$ cat config.mk
export PLATFORM = sky130hd
export DESIGN_NAME = control_pipeline
export DESIGN_NICKNAME = d
export VERILOG_FILES = /design/src/rtl/control_pipeline_pkg.sv /design/src/rtl/control_pipeline_ctrl_stage_reg.sv /design/src/rtl/control_pipeline.sv
export SDC_FILE = /design/constraint.sdc
export NUM_CORES = 1
export LEC_CHECK = 0
export ABC_AREA = 1
export BUFFER_PORTS_ARGS = -buffer_cell sky130_fd_sc_hd__buf_2
export CAP_MARGIN = 10
export CELL_PAD_IN_SITES_DETAIL_PLACEMENT = 1
export CELL_PAD_IN_SITES_GLOBAL_PLACEMENT = 2
export CORE_MARGIN = 4
export CORE_UTILIZATION = 27
export CTS_BUF_LIST = sky130_fd_sc_hd__clkbuf_8
export DETAILED_ROUTE_END_ITERATION = 12
export GPL_ROUTABILITY_DRIVEN = 0
export PLACE_DENSITY_LB_ADDON = 0.1
export SYNTH_ARGS = -nofsm -noshare
export SYNTH_HDL_FRONTEND = slang
export SYNTH_SLANG_ARGS = --single-unit
export TNS_END_PERCENT = 5
$ cat constraint.sdc
create_clock -name clk -period 1.35 [get_ports clk]
set_clock_uncertainty 0.15 [all_clocks]
set_input_delay 0.0675 -clock clk [delete_from_list [all_inputs] [get_ports clk]]
set_output_delay 0.0675 -clock clk [all_outputs]
set_load 0.05 [all_outputs]
$ cat src/rtl/control_pipeline_pkg.sv
// Shared decode/pipeline definitions: ALU operation classes, FSM states and
// the per-stage control bundles carried down the pipeline.
package control_pipeline_pkg;

    typedef enum logic [1:0] {
        ALU_ADD    = 2'b00,
        ALU_BRANCH = 2'b01,
        ALU_FUNCT  = 2'b10
    } alu_op_e;

    typedef enum logic [1:0] {
        ST_RUN    = 2'b00,
        ST_DRAIN  = 2'b01,
        ST_HALTED = 2'b10
    } state_e;

    typedef struct packed {
        logic    halt;
        logic    mem_read;
        logic    mem_to_reg;
        logic    mem_write;
        logic    alu_src;
        logic    reg_write;
        alu_op_e alu_op;
    } idex_t;

    typedef struct packed {
        logic mem_read;
        logic mem_write;
        logic reg_write;
        logic mem_to_reg;
    } exmem_t;

    typedef struct packed {
        logic mem_to_reg;
        logic reg_write;
    } memwb_t;

endpackage

$ cat src/rtl/control_pipeline_ctrl_stage_reg.sv
// One pipeline control register; reset or a bubble request loads all-zero
// control, otherwise the next-stage bundle is captured every edge.
module ctrl_stage_reg #(
    parameter int WIDTH = 8
) (
    input  logic             clk,
    input  logic             reset,
    input  logic             i_bubble,
    input  logic [WIDTH-1:0] i_d,
    output logic [WIDTH-1:0] o_q
);

    logic [WIDTH-1:0] r_q;

    always_ff @(posedge clk) begin
        if (reset || i_bubble) begin
            r_q <= '0;
        end else begin
            r_q <= i_d;
        end
    end

    assign o_q = r_q;

endmodule

$ cat src/rtl/control_pipeline.sv
// ID/EX -> EX/MEM -> MEM/WB control pipeline with an ECALL-driven halt:
// a halting ECALL stops issue, waits DRAIN_CYCLES for older work, then halts.
module control_pipeline
    import control_pipeline_pkg::*;
#(
    parameter int DRAIN_CYCLES = 2
) (
    input  logic       clk,
    input  logic       reset,
    input  logic       id_mem_read,
    input  logic       id_mem_to_reg,
    input  logic       id_mem_write,
    input  logic       id_alu_src,
    input  logic       id_reg_write,
    input  logic [1:0] id_alu_op,
    input  logic       id_is_ecall,
    input  logic       id_halt_req,
    input  logic       flush_ex,
    output logic       ex_alu_src,
    output logic [1:0] ex_alu_op,
    output logic       ex_mem_read,
    output logic       ex_reg_write,
    output logic       mem_mem_read,
    output logic       mem_mem_write,
    output logic       mem_reg_write,
    output logic       mem_mem_to_reg,
    output logic       wb_mem_to_reg,
    output logic       wb_reg_write,
    output logic       is_halted
);

    localparam int CW = $clog2(DRAIN_CYCLES + 1);

    state_e          r_state;
    state_e          w_state_nxt;
    logic [CW-1:0]   r_cnt;
    logic [CW-1:0]   w_cnt_nxt;
    logic            r_is_halted;

    idex_t           w_idex_d;
    idex_t           r_idex;
    exmem_t          w_exmem_d;
    exmem_t          r_exmem;
    memwb_t          w_memwb_d;
    memwb_t          r_memwb;
    logic            w_idex_bubble;

    // ECALLs never write the register file, halting or not.
    always_comb begin
        w_idex_d.halt       = id_is_ecall & id_halt_req;
        w_idex_d.mem_read   = id_mem_read;
        w_idex_d.mem_to_reg = id_mem_to_reg;
        w_idex_d.mem_write  = id_mem_write;
        w_idex_d.alu_src    = id_alu_src;
        w_idex_d.reg_write  = id_reg_write & ~id_is_ecall;
        w_idex_d.alu_op     = alu_op_e'(id_alu_op);
    end

    assign w_idex_bubble = flush_ex | (r_state != ST_RUN) | r_idex.halt;

    always_comb begin
        w_exmem_d.mem_read   = r_idex.mem_read;
        w_exmem_d.mem_write  = r_idex.mem_write;
        w_exmem_d.reg_write  = r_idex.reg_write;
        w_exmem_d.mem_to_reg = r_idex.mem_to_reg;
        w_memwb_d.mem_to_reg = r_exmem.mem_to_reg;
        w_memwb_d.reg_write  = r_exmem.reg_write;
    end

    ctrl_stage_reg #(.WIDTH($bits(idex_t))) u_idex (
        .clk      (clk),
        .reset    (reset),
        .i_bubble (w_idex_bubble),
        .i_d      (w_idex_d),
        .o_q      (r_idex)
    );

    ctrl_stage_reg #(.WIDTH($bits(exmem_t))) u_exmem (
        .clk      (clk),
        .reset    (reset),
        .i_bubble (1'b0),
        .i_d      (w_exmem_d),
        .o_q      (r_exmem)
    );

    ctrl_stage_reg #(.WIDTH($bits(memwb_t))) u_memwb (
        .clk      (clk),
        .reset    (reset),
        .i_bubble (1'b0),
        .i_d      (w_memwb_d),
        .o_q      (r_memwb)
    );

    // Halt sequencing: counter only moves in DRAIN and stops at zero.
    always_comb begin
        w_state_nxt = r_state;
        w_cnt_nxt   = r_cnt;
        case (r_state)
            ST_RUN: begin
                if (r_idex.halt) begin
                    w_state_nxt = ST_DRAIN;
                    w_cnt_nxt   = CW'(DRAIN_CYCLES);
                end
            end
            ST_DRAIN: begin
                if (r_cnt == CW'(1)) begin
                    w_state_nxt = ST_HALTED;
                    w_cnt_nxt   = '0;
                end else begin
                    w_cnt_nxt   = r_cnt - CW'(1);
                end
            end
            ST_HALTED: begin
                w_state_nxt = ST_HALTED;
            end
            default: begin
                w_state_nxt = ST_RUN;
                w_cnt_nxt   = '0;
            end
        endcase
    end

    always_ff @(posedge clk) begin
        if (reset) begin
            r_state     <= ST_RUN;
            r_cnt       <= '0;
            r_is_halted <= 1'b0;
        end else begin
            r_state     <= w_state_nxt;
            r_cnt       <= w_cnt_nxt;
            r_is_halted <= (w_state_nxt == ST_HALTED);
        end
    end

    assign ex_alu_src     = r_idex.alu_src;
    assign ex_alu_op      = r_idex.alu_op;
    assign ex_mem_read    = r_idex.mem_read;
    assign ex_reg_write   = r_idex.reg_write;
    assign mem_mem_read   = r_exmem.mem_read;
    assign mem_mem_write  = r_exmem.mem_write;
    assign mem_reg_write  = r_exmem.reg_write;
    assign mem_mem_to_reg = r_exmem.mem_to_reg;
    assign wb_mem_to_reg  = r_memwb.mem_to_reg;
    assign wb_reg_write   = r_memwb.reg_write;
    assign is_halted      = r_is_halted;

endmodule

# Yosys cells after proc, flatten, opt, wreduce, memory -nomap -nowiden
# Cells that the tools add are included.
word_totals:
  ff_bits: 19
  latchBits: 0
  mem_bits_rw: 0
  mem_bits_ro: 0
  input_bits: 12
  out_inout_bits: 12
  word_cells: 28
  memories: 0
classes:
  add_sub_neg: 1
  n_mul: 0
  div: 0
  n_lt_le_gt_ge: 0
  n_eq_ne: 5
  n_shift: 0
  muxes: 6
  bitwise_logic: 6
  reduce_logical: 4
ops:
  columns: ["cell", "count"]
  rows:
  - ["$pmux 2 s3", 2]
  - ["$mux 2", 4]
  - ["$eq 2x1->1 const B", 2]
  - ["$eq 2x2->1 const B", 2]
  - ["$and 1x1->1", 2]
  - ["$logic_not 2->1", 1]
  - ["$ne 2x1->1 const B", 1]
  - ["$not 1->1", 2]
  - ["$or 1x1->1", 2]
  - ["$reduce_and 2->1", 1]
  - ["$reduce_bool 2->1", 1]
  - ["$sub 2x1->2 const B", 1]
  - ["$logic_or 1x1->1", 1]

# Logic depth before layout (Yosys ltp)
logic_depth:
  depth_word: 4
  ltp_mapped: 6

# By module
# Synthesis repeated with hierarchy kept, for this count alone.
unflattened:
  cells_unflattened: 86
  hier_area_um2: 699.4
by_module_without_submodules:
  columns: ["module", "instances", "cells_per_inst", "area_per_inst_um2", "seq_area_each_um2"]
  rows:
  - ["ctrl_stage_reg (u_idex)", 1, 27, 259.0, 160.2]
  - ["control_pipeline", 1, 35, 250.2, 100.1]
  - ["ctrl_stage_reg (u_exmem)", 1, 15, 123.9, 80.1]
  - ["ctrl_stage_reg (u_memwb)", 1, 9, 66.3, 40.0]

# Worst setup path after synthesis
# Ideal clock, no wire load.
synth_timing:
  path_kind: "register to register"
  startpoint: "reg r_cnt[1]"
  endpoint: "reg r_cnt[1]"
  arrival_time_ps: 813
  required_ps: 1091
  path_slack_ps: 279
  path_stages_with_launch: 7
  n_path_buf: 0
  path_cell_list: "dfxtp_1 > inv_1 > ha_1 > nand3_1 > nand3_1 > nand2_1 > inv_1"
synth_between:
  elab_chain_len: 3
  elab_cells_between_ends: 4
  cone_classes: "add/sub: 1; eq/ne: 1; mux: 2"
synth_rtl:
  columns: ["item", "line_no", "text"]
  rows:
  - ["start, declared", "control_pipeline.sv:36", "logic [CW-1:0] r_cnt;"]
  - ["start signal, assigned", "control_pipeline.sv:130", "r_cnt <= w_cnt_nxt;"]
  - ["$sub 2x1->2 / $eq 2x1->1 (equally long branches)", "control_pipeline.sv:110, control_pipeline.sv:106", null]
  - ["$mux 2 *", "control_pipeline.sv:106", "if (r_cnt == CW'(1)) begin"]
  - ["$pmux 2 s3 *", "control_pipeline.sv:98", "case (r_state)"]
# Every way passes the cells marked *; elsewhere a longest branch is shown, timed or not.
# A chain may end at the register's enable or synchronous reset.

# Worst setup path after layout
layout_timing:
  startpoint: "in reset"
  endpoint: "reg u_idex.r_q[1] (netlist: u_idex.o_q[1])"
layout_between:
  elab_chain_len: 1
layout_rtl:
  columns: ["item", "line_no", "text"]
  rows:
  - ["start, declared", "control_pipeline.sv:9", "input logic reset,"]
  - ["$logic_or 1x1->1", "control_pipeline_ctrl_stage_reg.sv:16", "if (reset || i_bubble) begin"]
  - ["end signal, assigned", "control_pipeline_ctrl_stage_reg.sv:19", "r_q <= i_d;"]
  - ["end, declared", "control_pipeline_ctrl_stage_reg.sv:13", "logic [WIDTH-1:0] r_q;"]
# No other way between the ends.

==> run_results.csv <==
group,metric,value,unit
synth,ys_ff_latch,19,
sta,maxSlewViolCount,0,
sta,tightest_slew,259,ps
placement,place.port_buffers,23,
finish,area_growth,44.3,%
run,max_cap_viol_count,0,
die,coreArea,2250,um2
clocking,htree_levels,1,
clocking,post_cts_buffers,0,
finish,n_antenna_cell,0,
global_routing,track_usage,0.105,
detailed_routing,routedWlPerCell,9.56,um
detailed_routing,drc_errors,0,
sta,setup_viol,0,
pwr,ir_drop,0.543,mV
clocking,root_buffer,"clkbuf_8",
outcome,status,"complete, no violations",
synth,synth_cells,78,
sta,rsz0062_at_grt,"no",
pwr,power.share.clock,0.353,
finish,instances_no_fill,141,
sta,period_minus_slack,1190,ps
detailed_routing,drtIter0Drc,4,
synth,syn_nets,91,
clocking,ctsResizeCount,0,
synth,synth_edf_count,0,
synth,synthFlopType,"dfxtp_1",
worst_setup_path,cp_max_fo,11,
finish,regArea,380,um2
worst_setup_path,critPathCaptureType,"flop",
sta,hold_viol,0,
placement,place_hpwl,984,um
synth,async_flop_share,0,
detailed_routing,num_vias,563,
sta,max_slew_margin,0.829,
worst_setup_path,startpoint_type,"input port",
clocking,path_clk_slew,70,ps
die,std_cell_rows,17,
detailed_routing,vias_per_cell,3.99,
pwr,total_power,0.00113,W
worst_setup_path,required,1390,ps
pwr,p_seq_frac,0.522,
finish,multi_input_area,175,um2
min_path,hold_class,"reg2reg",
detailed_routing,ant_nets,0,
synth,avgSynthCellArea,8.29,um2
clocking,cts_sinks,19,
global_routing,grt_pass1_vias,583,
finish,final_cell_mix,"buf_2, dfxtp_1, inv_1",
placement,dp_cells,126,
clocking,cts_buffers,3,
pwr,switching_share,0.255,
finish,n_fill_cell,293,
placement,dp_slack,246,ps
pwr,p_comb_frac,0.125,
clocking,clock_latency,260,ps
clocking,cts_hold_buffers,11,
global_routing,grt_overflow,0,
detailed_routing,drt_wl_total,1.35,mm
die,ioPinCount,24,
clocking,max-clock-path-buffers,2,
synth,ys_seq_area_frac,0.588,
global_routing,grt_pass1_wl,2.58,mm
finish,final_common_cell,"buf_2",
detailed_routing,drt-pass1-iter-count,3,
global_routing,grt_max_degree,12,
worst_setup_path,cp.arrival,1230,ps
clocking,cts_tree,"done",
worst_setup_path,worst-setup-path-type,"in2reg",
sta,clock.fmax,0.840,GHz
finish,nets,127,
sta,setup_tns,0,ps
die,die_w,56.9,um
synth,syn-cell-area,647,um2
sta,fin_crit_sh,0.882,
die,dieArea,3240,um2
sta,finalWorstSetupSlack,159,ps
pwr,power_density,1210,nW/um2
die,initial_core_util,0.287,
worst_setup_path,reg2reg_depth,6,
pwr,switchingPower,0.000289,W
finish,drive_gt1_frac,0.274,
synth,yosysWarningCount,0,
min_path,hold_depth,2,
die,die_h,56.9,um
pwr,internal_power,0.000843,W
synth,netlist-cell-type-count,15,
global_routing,antenna_found_initial,0,
pwr,power_leakage,0.466,nW
==> kinds of logic (layout without fill, tap and decap cells) <==
| family | after synthesis | count (layout) | share of synthesized area |
|---|---|---|---|
| AND/OR/NAND/NOR | 33 | 33 | 0.228 |
| buffers and inverters | 22 | 57 | 0.141 |
| flip-flops | 19 | 19 | 0.588 |
| AO/OA/AOI/OAI | 3 | 3 | 0.0232 |
| adder cells (fa/ha/maj) | 1 | 1 | 0.0193 |
==> registers in the layout, summed over array words and instances, names as in the netlist <==
register and count:
is_halted 1, r_cnt 2, r_state 2, u_exmem.o_q 4, u_idex.o_q 8, u_memwb.o_q 2
==> cell type report <==
class | instances | share of cell area
clock inverter | 1 | 0.00536
tap | 28 | 0.0375
inverter | 19 | 0.0764
sequential | 19 | 0.408
timing repair buffer | 34 | 0.241
clock buffer | 3 | 0.0442
multi-input combinational | 37 | 0.188
==> power groups by stage <==
stage	registers, W	clock network [W]	logic, W
floorplan	0.000633	0	0.0000565
global placement	0.000603	0	0.000118
detailed placement	0.000604	0	0.000120
CTS	0.000591	0.000421	0.000144
global route	0.000594	0.000447	0.000160
finish	0.000591	0.000399	0.000142
==> critical path, stage by stage <==
cell and delay, ps:
dlygate4sd3_1 530, buf_2 190, inv_1 120, nand3_2 180, nor2_1 140
==> through the flow <==
step | instance area, um2 | hold slack, ps | utilization
3_5_place_dp | 777 | 109 | 0.345
5_1_grt | 933 | 296 | 0.414
3_3_place_gp | 777 | 106 | 0.345
4_1_cts | 933 | 257 | 0.414
2_1_floorplan | 647 | -10.1 | -
6_report | 933 | 254 | 0.414
==> cells in the mapped netlist, types with 2 or more instances <==
master / n / area, um2
a21oi_1: 3 / 15.0
buf_4: 2 / 15.0
dfxtp_1: 19 / 380
inv_1: 18 / 67.6
nand2_1: 8 / 30.0
nand3_1: 2 / 10.0
nor2_1: 17 / 63.8
nor3_1: 2 / 10.0
==> final timing paths <==
kind / slack [ps] / startpoint / to
setup / recovery: 160 / reset / u_idex.o_q[1]
hold / removal: 250 / u_idex.o_q[5] / u_exmem.o_q[0]
setup reg to reg: 240 / r_cnt[1] / r_cnt[1]
hold reg to reg: 250 / u_idex.o_q[5] / u_exmem.o_q[0]
==> routing by layer <==
layer	part of all wire	up-vias	GRT usage
li1	-	293	-
met1	0.42	246	0.123
met2	0.47	19	0.162
met3	0.072	5	0.0317
met4	0.037	0	0.0795
met5	0	-	0
(Power assumes the default switching activity.)
